[config.mk]
export PLATFORM = sky130hd
export DESIGN_NAME = mcpu_program_loader
export DESIGN_NICKNAME = d
export VERILOG_FILES = /design/src/rtl/mcpu_program_loader.sv
export SDC_FILE = /design/constraint.sdc
export NUM_CORES = 1
export LEC_CHECK = 0
export ABC_AREA = 1
export CORE_ASPECT_RATIO = 2
export CORE_MARGIN = 4
export CORE_UTILIZATION = 40
export CTS_CLUSTER_SIZE = 12
export DETAILED_ROUTE_END_ITERATION = 10
export PLACE_DENSITY = 0.71
export SLEW_MARGIN = 20
export SYNTH_ARGS = -nofsm -noshare
export SYNTH_HDL_FRONTEND = slang
export SYNTH_SLANG_ARGS = --single-unit
[constraint.sdc]
create_clock -name clock -period 1.9 [get_ports clock]
set_input_delay 0.38 -clock clock [delete_from_list [all_inputs] [get_ports clock]]
set_output_delay 0.38 -clock clock [all_outputs]
set_load 0.1 [all_outputs]
[src/rtl/mcpu_program_loader.sv]
// ============================================================================
// Module      : mcpu_program_loader
// Description : Boot loader that streams an instruction image into MCPU RAM
//               over valid/ready, then releases the core from reset.
// Revision    : 1.0 - initial release
// ============================================================================
`default_nettype none

module mcpu_program_loader #(
    parameter int WORD_WIDTH     = 16,
    parameter int ADDR_WIDTH     = 8,
    parameter int CLEAR_ON_START = 1,
    parameter int HOLD_CYCLES    = 2
) (
    input  logic                  clock,
    input  logic                  reset,
    input  logic                  start,
    input  logic                  in_valid,
    output logic                  in_ready,
    input  logic [WORD_WIDTH-1:0] in_data,
    input  logic                  in_last,
    output logic                  mem_we,
    output logic [ADDR_WIDTH-1:0] mem_addr,
    output logic [WORD_WIDTH-1:0] mem_wdata,
    output logic                  cpu_reset,
    output logic                  busy,
    output logic                  done,
    output logic                  error,
    output logic [ADDR_WIDTH:0]   words_loaded,
    output logic [WORD_WIDTH-1:0] checksum
);

    typedef enum logic [2:0] {
        S_IDLE  = 3'd0,
        S_CLEAR = 3'd1,
        S_LOAD  = 3'd2,
        S_HOLD  = 3'd3,
        S_RUN   = 3'd4,
        S_ERROR = 3'd5
    } state_t;

    localparam logic [ADDR_WIDTH-1:0] ADDR_MAX    = '1;
    localparam logic [ADDR_WIDTH:0]   WORDS_MAX   = {1'b1, {ADDR_WIDTH{1'b0}}};
    localparam logic [3:0]            HOLD_LAST   = 4'(HOLD_CYCLES - 1);
    localparam state_t                START_STATE = (CLEAR_ON_START != 0) ? S_CLEAR : S_LOAD;

    state_t                state;
    state_t                state_next;
    logic [ADDR_WIDTH-1:0] addr;
    logic [3:0]            hold_cnt;
    logic                  handshake;

    assign handshake = in_valid & (state == S_LOAD);

    always_ff @(posedge clock or negedge reset) begin
        if (!reset) begin
            state <= S_IDLE;
        end else begin
            state <= state_next;
        end
    end

    always_comb begin
        state_next = state;
        in_ready   = 1'b0;
        busy       = 1'b0;
        done       = 1'b0;
        error      = 1'b0;
        cpu_reset  = 1'b1;
        case (state)
            S_IDLE: begin
                if (start) state_next = START_STATE;
            end
            S_CLEAR: begin
                busy = 1'b1;
                if (addr == ADDR_MAX) state_next = S_LOAD;
            end
            S_LOAD: begin
                busy     = 1'b1;
                in_ready = 1'b1;
                if (handshake) begin
                    if (in_last)               state_next = S_HOLD;
                    else if (addr == ADDR_MAX) state_next = S_ERROR;
                end
            end
            S_HOLD: begin
                busy = 1'b1;
                if (hold_cnt == HOLD_LAST) state_next = S_RUN;
            end
            S_RUN: begin
                done      = 1'b1;
                cpu_reset = 1'b0;
                if (start) state_next = START_STATE;
            end
            S_ERROR: begin
                error = 1'b1;
                if (start) state_next = START_STATE;
            end
            default: state_next = S_IDLE;
        endcase
    end

    // mem_* are registered, so every write lands one cycle after the cycle
    // that issued it; the last CLEAR / LOAD write shows up in the next state.
    always_ff @(posedge clock or negedge reset) begin
        if (!reset) begin
            mem_we       <= 1'b0;
            mem_addr     <= '0;
            mem_wdata    <= '0;
            addr         <= '0;
            hold_cnt     <= '0;
            words_loaded <= '0;
            checksum     <= '0;
        end else begin
            mem_we <= 1'b0;
            case (state)
                S_IDLE, S_RUN, S_ERROR: begin
                    if (start) begin
                        addr         <= '0;
                        words_loaded <= '0;
                        checksum     <= '0;
                    end
                end
                S_CLEAR: begin
                    mem_we    <= 1'b1;
                    mem_addr  <= addr;
                    mem_wdata <= '0;
                    addr      <= addr + 1'b1;
                end
                S_LOAD: begin
                    hold_cnt <= '0;
                    if (handshake) begin
                        mem_we    <= 1'b1;
                        mem_addr  <= addr;
                        mem_wdata <= in_data;
                        addr      <= addr + 1'b1;
                        checksum  <= checksum + in_data;
                        if (words_loaded != WORDS_MAX) words_loaded <= words_loaded + 1'b1;
                    end
                end
                S_HOLD: begin
                    hold_cnt <= hold_cnt + 1'b1;
                end
                default: ;
            endcase
        end
    end

endmodule

`default_nettype wire
After elaboration in Yosys (flattened, before gate mapping) --
Index checks and enable logic that the tools add are counted.
Operators by class: $add $sub $neg 4, eq/ne operators 14, multiplexer cells 29, bitwise operators 1, reductions and logical operators 12
Operators with widths (number):
- 16-bit one-hot mux with 2 select lines | 2
- 16-bit two-way mux | 3
- 9-bit two-way mux | 3
- 8-bit two-way mux | 3
- 8-bit one-hot mux with 3 select lines | 1
- 3-bit two-way mux | 6
- 9-bit one-hot mux with 2 select lines | 1
- 16-bit adder | 1
- 8-bit one-hot mux with 2 select lines | 1
- 3-bit one-hot mux with 4 select lines | 1
- 9-bit by 1-bit adder with 9-bit output, second input constant | 1
- 9-bit inequality test, second input constant | 1
- 8-bit by 1-bit adder with 8-bit output, second input constant | 1
- 8-bit == test, second input constant | 1
- 4-bit one-hot mux with 2 select lines | 1
- 3-bit by 2-bit == test with 1-bit output, second input constant | 2
- 3-bit == test, second input constant | 2
- 1-bit two-way mux | 6
- 2-bit inequality test, second input constant | 3
- 3-bit AND reduction | 2
- 2-bit nonzero test | 3
- 3-bit OR reduction | 2
- 5-bit AND reduction | 1
- 4-bit by 1-bit adder with 4-bit output, second input constant | 1
- other kinds (10) | 11
Storage, ports and cells: register bits after elaboration 65, input port bits 21, output and inout bits 55, logic and storage cells 68

Logic depth before layout (Yosys ltp) --
Gate-level depths: netlist of the first run.
word-level depth 5, mapped depth 11, depth with buffers taken out 11

Worst setup path before layout of the first run --
Ideal clock, no wire load.
path kind flip-flop to output port, from register state[1], to output cpu_reset, arrival 2.766 ns, required time 1.520 ns, slack -1.246 ns, cell stages (with the launch flop) 5, path buffers 0, cell sequence dfrtp_1 inv_1 nand2_1 nor2_1 inv_1
Between the ends: cells in the longest elaborated chain, start to end 2
RTL lines:
- from (decl) | RTL line 47 | state_t state;
- from (signal assigned) | RTL line 59 | state <= state_next;
- 3-bit == test | RTL line 70 | case (state)
- 1-bit two-way mux | RTL line 70
- to (decl) | RTL line 25 | output logic cpu_reset,
No other way between the ends.

Final worst setup path of the first run --
from register state[0], to output in_ready
Between the ends: cells in the longest elaborated chain, start to end 2
RTL lines:
- 3-bit by 2-bit == test with 1-bit output | RTL line 70
- 1-bit two-way mux | RTL line 70
- to (decl) | RTL line 19 | output logic in_ready,
No other way between the ends.

==> results of run 1 <==
## what timing repair did
action,CTS,global route
hold buffers,1,0
setup endpoints to repair,0,17
setup buffers,0,1
gates resized for setup,0,19
hold endpoints to repair,14,0
## path summary, 6_finish.rpt
check                       startpoint             to  slack, ps  cells after the start
max                           state[0]       in_ready         60                      4
min                         in_data[0]   mem_wdata[0]        350                      2
max reg2reg                checksum[0]   checksum[10]        120                     10
min reg2reg                    addr[0]        addr[0]        530                      1
max in group asynchronous        reset    checksum[7]        810                      3
min in group asynchronous        reset  mem_wdata[13]        510                      2
## logic make-up (layout without fill, tap and decap cells)
family,after synthesis,count (layout)
AOI/OAI and AO/OA,69,69
buffers and inverters,71,185
adders and majority gates,21,21
xor gates and xnor gates,12,12
and+or+nand+nor,245,245
DFF,65,65
## final cells by class
| cell class | count | area, µm² |
|---|---|---|
| well taps | 104 | 130 |
| inverters | 62 | 235 |
| flip-flops and latches | 65 | 1650 |
| clock buffers | 10 | 239 |
| repair buffers | 107 | 1550 |
| fillers | 743 | 3430 |
| clock inverters | 6 | 114 |
| multi-input cells | 347 | 1960 |
## state kept, by name, indices dropped and copies added, names as in the netlist
| signal | cells |
|---|---|
| state | 3 |
| words_loaded | 9 |
| checksum | 16 |
| mem_wdata | 16 |
| addr | 8 |
| mem_addr | 8 |
| hold_cnt | 4 |
| mem_we | 1 |
## cell usage in the layout (no fill, tap or decap), types with 4 or more instances in the layout
master / count
nor2_1: 27
ha_4: 4
dfrtp_2: 16
o21ai_0: 10
nand2_2: 8
o21ai_1: 16
nand2_1: 152
xor2_1: 8
dfrtp_1: 48
nor2_4: 4
xnor2_1: 4
clkdlybuf4s50_1: 18
nand4_1: 4
a21oi_2: 4
ha_1: 15
nand3_1: 31
inv_2: 4
inv_1: 57
a22o_1: 19
nor3_1: 5
a21oi_1: 17
buf_4: 30
clkbuf_16: 9
buf_12: 56
## layer usage
metal	share of wire, %	GRT usage [%]	vias up	wire (µm)
met2	59	39.6	71	6300
met5	0	0	-	0
met4	2.8	8.89	0	296
met3	3.5	4.40	22	371
li1	-	-	1785	-
met1	35	20.2	1729	3760
## worst register-to-register path, delay by kind of cell (launching register included)
kind | cells | cell delay (ps)
adders and majority gates | 2 | 550
and+or+nand+nor | 8 | 630
DFF | 1 | 480
## metrics by stage
step	utilization, %	hold slack, ps	instances	setup TNS (ps)	instance area (µm²)
floorplan	-	84.4	483	-153	3820
global placement	58.1	327	683	-2860	5420
detailed placement	58.1	333	683	-3140	5420
CTS	62.0	512	700	0	5780
global route	63.2	379	701	0	5890
finish	63.2	346	701	0	5890
==> metrics, run 1 <==
Critical Path, Cell by Cell=buf_4 > nor2_8 > buf_4 > buf_12; routability cong.=about 0.9; Clk Latency, worst-skew pair=340 ps; critical path class=flop to primary output; Final setup viols=0; Post-Syn Instances=approximately 480; Buf/Inv on CP=3; final net count=around 630; Max Fanout on Critical Path=6; H-tree level count=3; max frequency=between 500 and 600 MHz; Seq cells post-synth=65; status=finished, final reports clean; Synth Area in Compound Gates=between 10% and 20%; most frequent cell after synthesis=nand2_1; Avg WL per Cell=around 15 µm; CTS Buffer Depth=2; Antenna Cells=0; CTS tree=yes; Top Ports=76; DP HPWL=~8100 µm; cell area after synthesis=approximately 3800 µm²; Synth Area in XOR/XNOR=roughly 2.8%; CP Capture Type=primary output; vias in the first global route=between 3,000 and 4,000; clock sinks=between 60 and 70; global-route wire length before repair=between 15,000 and 20,000 µm; Synth area leader=dfrtp_1; slew margin rel.=between 70% and 80%; syn_nets=approximately 530; CP top delay family=buffers and inverters; Post-Synth Adder-Cell Area=about 7.1%; DIE AREA=11,200 µm²; Fin. Hold Viols=0; Tightest Pin Transition=430 ps; total CTS buffers=9; mux cell area share after synthesis=0%; via count=between 3,000 and 4,000; Core ar.=between 9000 and 10,000 µm²; synthesis-to-finish area growth=55.4%; Post-DRT Antenna Nets=0; CP Data Required Time=between 1500 and 2000 ps; critical path arrival=about 1500 ps; CP most frequent cell=buf_4; CP Launch Type=flop; type of the tightest min-delay check=primary input to flop; Std-Cell Rows=50; Max Cap Viol=0; PortBufs=75; DR vias/cell=5.15; largest net degree at the start of global routing=between 40 and 50; Setup Skew=around 5.2 ps; Mean Syn Cell Area=slightly below 8 µm²; Crit-path slowest cell=dfrtp_1; antenna violations before repair=0; Seq/Total Area, Yosys=around 43%; final WL=about 11,000 µm; Clock transition at path regs=roughly 60 ps; DRC violations left=0; Die Height=between 100 and 150 µm; Clock Root Buffer=clkbuf_16; fraction of registers with async set/reset=between 90% and 100%; total grt overflow=0; RSZ-0062 raised after global routing=no; Synth Warn #=0; GRT Total Usage=20.4%; commonest register cell after synthesis=dfrtp_1; Final Worst Setup Slack=approximately 56 ps; Tcrit/Tclk final=97.0%; Slew Limit Fails=0; top cells by count, synth=nand2_1, dfrtp_1, inv_1, nand3_1, nor2_1; number of enable flip-flop cells after synthesis=0; top-area cell type share of the netlist area=between 40% and 50%; Synth Area in Simple Gates=~28%; synth top area cells=dfrtp_1, nand2_1, ha_1; combinational family with the most area after synthesis=simple AND/OR/NAND/NOR gates; CP peak stage delay=between 400 and 500 ps; Initial Util=a little over 40%; layout cells sized above 1=26.5%; fin crit period=1840 ps; drt first pass iters=5; Die X=just under 80 µm; Distinct cells, synth=31; initial drt markers=around 230; pre-CTS WS=-315 ps
Power of run 1 is not shown: default switching activity piles up to over one toggle a cycle in this logic, so the estimate is an artifact.
==> run 2, diff against run 1 <==
--- a/config.mk
+++ b/config.mk
@@ -8,10 +8,11 @@
 export ABC_AREA = 1
 export CORE_ASPECT_RATIO = 2
 export CORE_MARGIN = 4
-export CORE_UTILIZATION = 40
+export CORE_UTILIZATION = 47
+export CTS_BUF_LIST = sky130_fd_sc_hd__clkbuf_16
 export CTS_CLUSTER_SIZE = 12
 export DETAILED_ROUTE_END_ITERATION = 10
-export PLACE_DENSITY = 0.71
+export PLACE_DENSITY = 0.8
 export SLEW_MARGIN = 20
 export SYNTH_ARGS = -nofsm -noshare
 export SYNTH_HDL_FRONTEND = slang
==> constraint.sdc (replaced) <==
create_clock -name clock -period 1.9 [get_ports clock]
set_input_delay 0.38 -clock clock [delete_from_list [all_inputs] [get_ports clock]]
set_output_delay 0.38 -clock clock [all_outputs]
set_load 0.05 [all_outputs]
==> metrics, run 2 (synthesized netlist as in run 1, its figures left out) <==
Tightest Pin Transition=517 ps (+87.3 ps); pre-CTS WS=-331 ps (-15.7 ps); Max Cap Viol=0 (unchanged); via count=3,522 (-2.4%); DIE AREA=9650 µm² (-14%); Pleak=~2.8 nW; Initial Util=48.0% (+7.4 points); max frequency=558 MHz (+2.8%); status=finished, final reports clean; total CTS buffers=9 (unchanged); type of the tightest min-delay check=primary input to flop; synthesis-to-finish area growth=35.9%; Fin. Hold Viols=0 (unchanged); DRC violations left=0 (unchanged); CP top delay family=simple AND/OR/NAND/NOR gates; Antenna Cells=0 (unchanged); Max Fanout on Critical Path=4 (-2); final WL=10,300 µm (-4.2%); most frequent cells in the layout=nand2_1, buf_4, dfrtp_1, inv_1, nand3_1; critical path arrival=2010 ps (+550 ps); Top Ports=76 (unchanged); total grt overflow=0 (unchanged); routability cong.=0.907 (+0.95%); Clk Latency, worst-skew pair=330 ps (about the same); CP Capture Type=flop; Avg WL per Cell=14.8 µm (-3.0%); initial drt markers=220 (-4.8%); Pwr Density=1810 nW/µm²; Buf/Inv on CP=1 (-2); final core occ=65.3% (+2.1 points); RSZ-0062 raised after global routing=no; Clock transition at path regs=50 ps (about the same); Setup Skew=6.57 ps (+1.33 ps); H-tree level count=3 (unchanged); CP peak stage delay=430 ps (about the same); slew margin rel.=65.5% (-5.9 points); CTS Buffer Depth=2 (unchanged); Clock Root Buffer=clkbuf_16; CTS tree=yes; Core ar.=7890 µm² (-15%); Final setup viols=0 (unchanged); Post-DRT Antenna Nets=0 (unchanged); Die X=71.5 µm (-6.9%); antenna violations before repair=0 (unchanged); Critical Path, Cell by Cell=clkdlybuf4s50_1 > ha_1 > or2_2 > nand3_1 > nand2_2 > nand2_2 > nand3_1 > nand3_1 > nand2_1; Largest regs=checksum (16), mem_wdata (16), words_loaded (9); most common cell after layout, fill and taps aside=nand2_1; largest net degree at the start of global routing=39 (-4.9%); Tcrit/Tclk final=94.4% (-2.7 points); DR vias/cell=5.09 (-1.1%); vias in the first global route=3,617 (-5.1%); Final Worst Setup Slack=107 ps (+50.9 ps); Crit-path slowest cell=clkdlybuf4s50_1; drt first pass iters=4 (-1); final net count=634 (unchanged); Die Height=135 µm (-7.3%); critical path class=primary input to flop; DP HPWL=7740 µm (-4.7%); FILL cells=644 (-13%); fin crit period=1790 ps (-50.9 ps); CP Data Required Time=2120 ps (+600 ps); CP Launch Type=primary input; clock sinks=65 (unchanged); Peak VDD IR=~1300 µV; Slew Limit Fails=0 (unchanged); GRT Total Usage=22.3% (+1.8 points); PortBufs=75 (unchanged); layout cells sized above 1=22.8% (-3.6 points); CP most frequent cell=nand3_1; global-route wire length before repair=16,900 µm (-7.3%); Std-Cell Rows=46 (-8.0%)
[run 2: cell types whose count changed in the layout (fill, tap and decap cells not counted), sizes merged]
cell	before	now
buf	87	85
clkbuf	10	9
clkinv	0	5
clkinvlp	2	0
dlymetal6s2s	1	3
bufinv	3	0
[run 2: final cells by class]
type                    count  area [µm²]  area share, %
clock buffers               9         225           4.37
clock inverters             6        27.5          0.535
inverters                  62         235           4.57
multi-input cells         347        1970           38.3
flip-flops and latches     65        1630           31.6
well taps                  96         120           2.33
repair buffers            107         938           18.2
[run 2: metal layers]
| metal | up-vias | GRT usage (%) | wire length, µm |
|---|---|---|---|
| met3 | 24 | 4.62 | 427 |
| met1 | 1635 | 23.6 | 3690 |
| li1 | 1782 | - | - |
| met4 | 0 | 9.52 | 359 |
| met2 | 81 | 41.3 | 5800 |
| met5 | - | 0 | 0 |
[run 2: timing repair]
action | 4_1_cts | 5_1_grt
gates resized for setup | 0 | 22
setup endpoints to repair | 0 | 19
hold buffers | 1 | 0
hold endpoints to repair | 10 | 0
buffers inserted | 0 | 1
[run 2: worst paths after layout]
| path | start | end | slack, ps | depth (start not counted) |
|---|---|---|---|---|
| hold reg to reg | mem_addr[1] | mem_addr[1] | 480 | 2 |
| setup reg to reg | checksum[0] | checksum[8] | 190 | 10 |
| max in group asynchronous | reset | checksum[12] | 900 | 3 |
| min in group asynchronous | reset | words_loaded[3] | 460 | 2 |
| setup / recovery | in_data[2] | checksum[15] | 110 | 9 |
| hold / removal | in_data[0] | mem_wdata[0] | 340 | 2 |
[run 2: per-stage QoR]
step | hold WS (ps) | TNS (ps) | cells | instance area [µm²] | power, mW
detailed placement | 284 | -3340 | 675 | 4750 | 7.69
CTS | 470 | 0 | 691 | 5020 | 9.17
floorplan | 84.4 | 0 | 483 | 3790 | 5.88
global placement | 284 | -2870 | 675 | 4750 | 7.55
finish | 340 | 0 | 692 | 5150 | 9.32
global route | 365 | 0 | 692 | 5150 | 9.95
[run 2: worst reg2reg max path: stages (launching register included)]
cell and delay, ps:
dfrtp_1 410, ha_2 210, fa_2 340, nand2_2 80
nand2_1 80, nand2_1 90, inv_1 50, nand2_1 50
nand3_1 90, nor2_1 110, o21ai_1 70
[run 2: power by group]
group / leakage (nW) / switching [mW] / internal [mW]
Combinational: 1.74 / 3.63 / 1.96
Clock: 0.133 / 0.582 / 0.855
Sequential: 0.879 / 0.441 / 1.85
No activity file was read; power rests on OpenSTA's default activity.
==> run 3, diff against run 2 <==
--- a/config.mk
+++ b/config.mk
@@ -6,10 +6,12 @@
 export NUM_CORES = 1
 export LEC_CHECK = 0
 export ABC_AREA = 1
+export ABC_CLOCK_PERIOD_IN_PS = 1900
 export CORE_ASPECT_RATIO = 2
 export CORE_MARGIN = 4
 export CORE_UTILIZATION = 47
 export CTS_BUF_LIST = sky130_fd_sc_hd__clkbuf_16
+export CTS_CLUSTER_DIAMETER = 30
 export CTS_CLUSTER_SIZE = 12
 export DETAILED_ROUTE_END_ITERATION = 10
 export PLACE_DENSITY = 0.8
==> results of run 3 <==
Same layout as run 2: the final DEF is identical, and so are final timing and power.
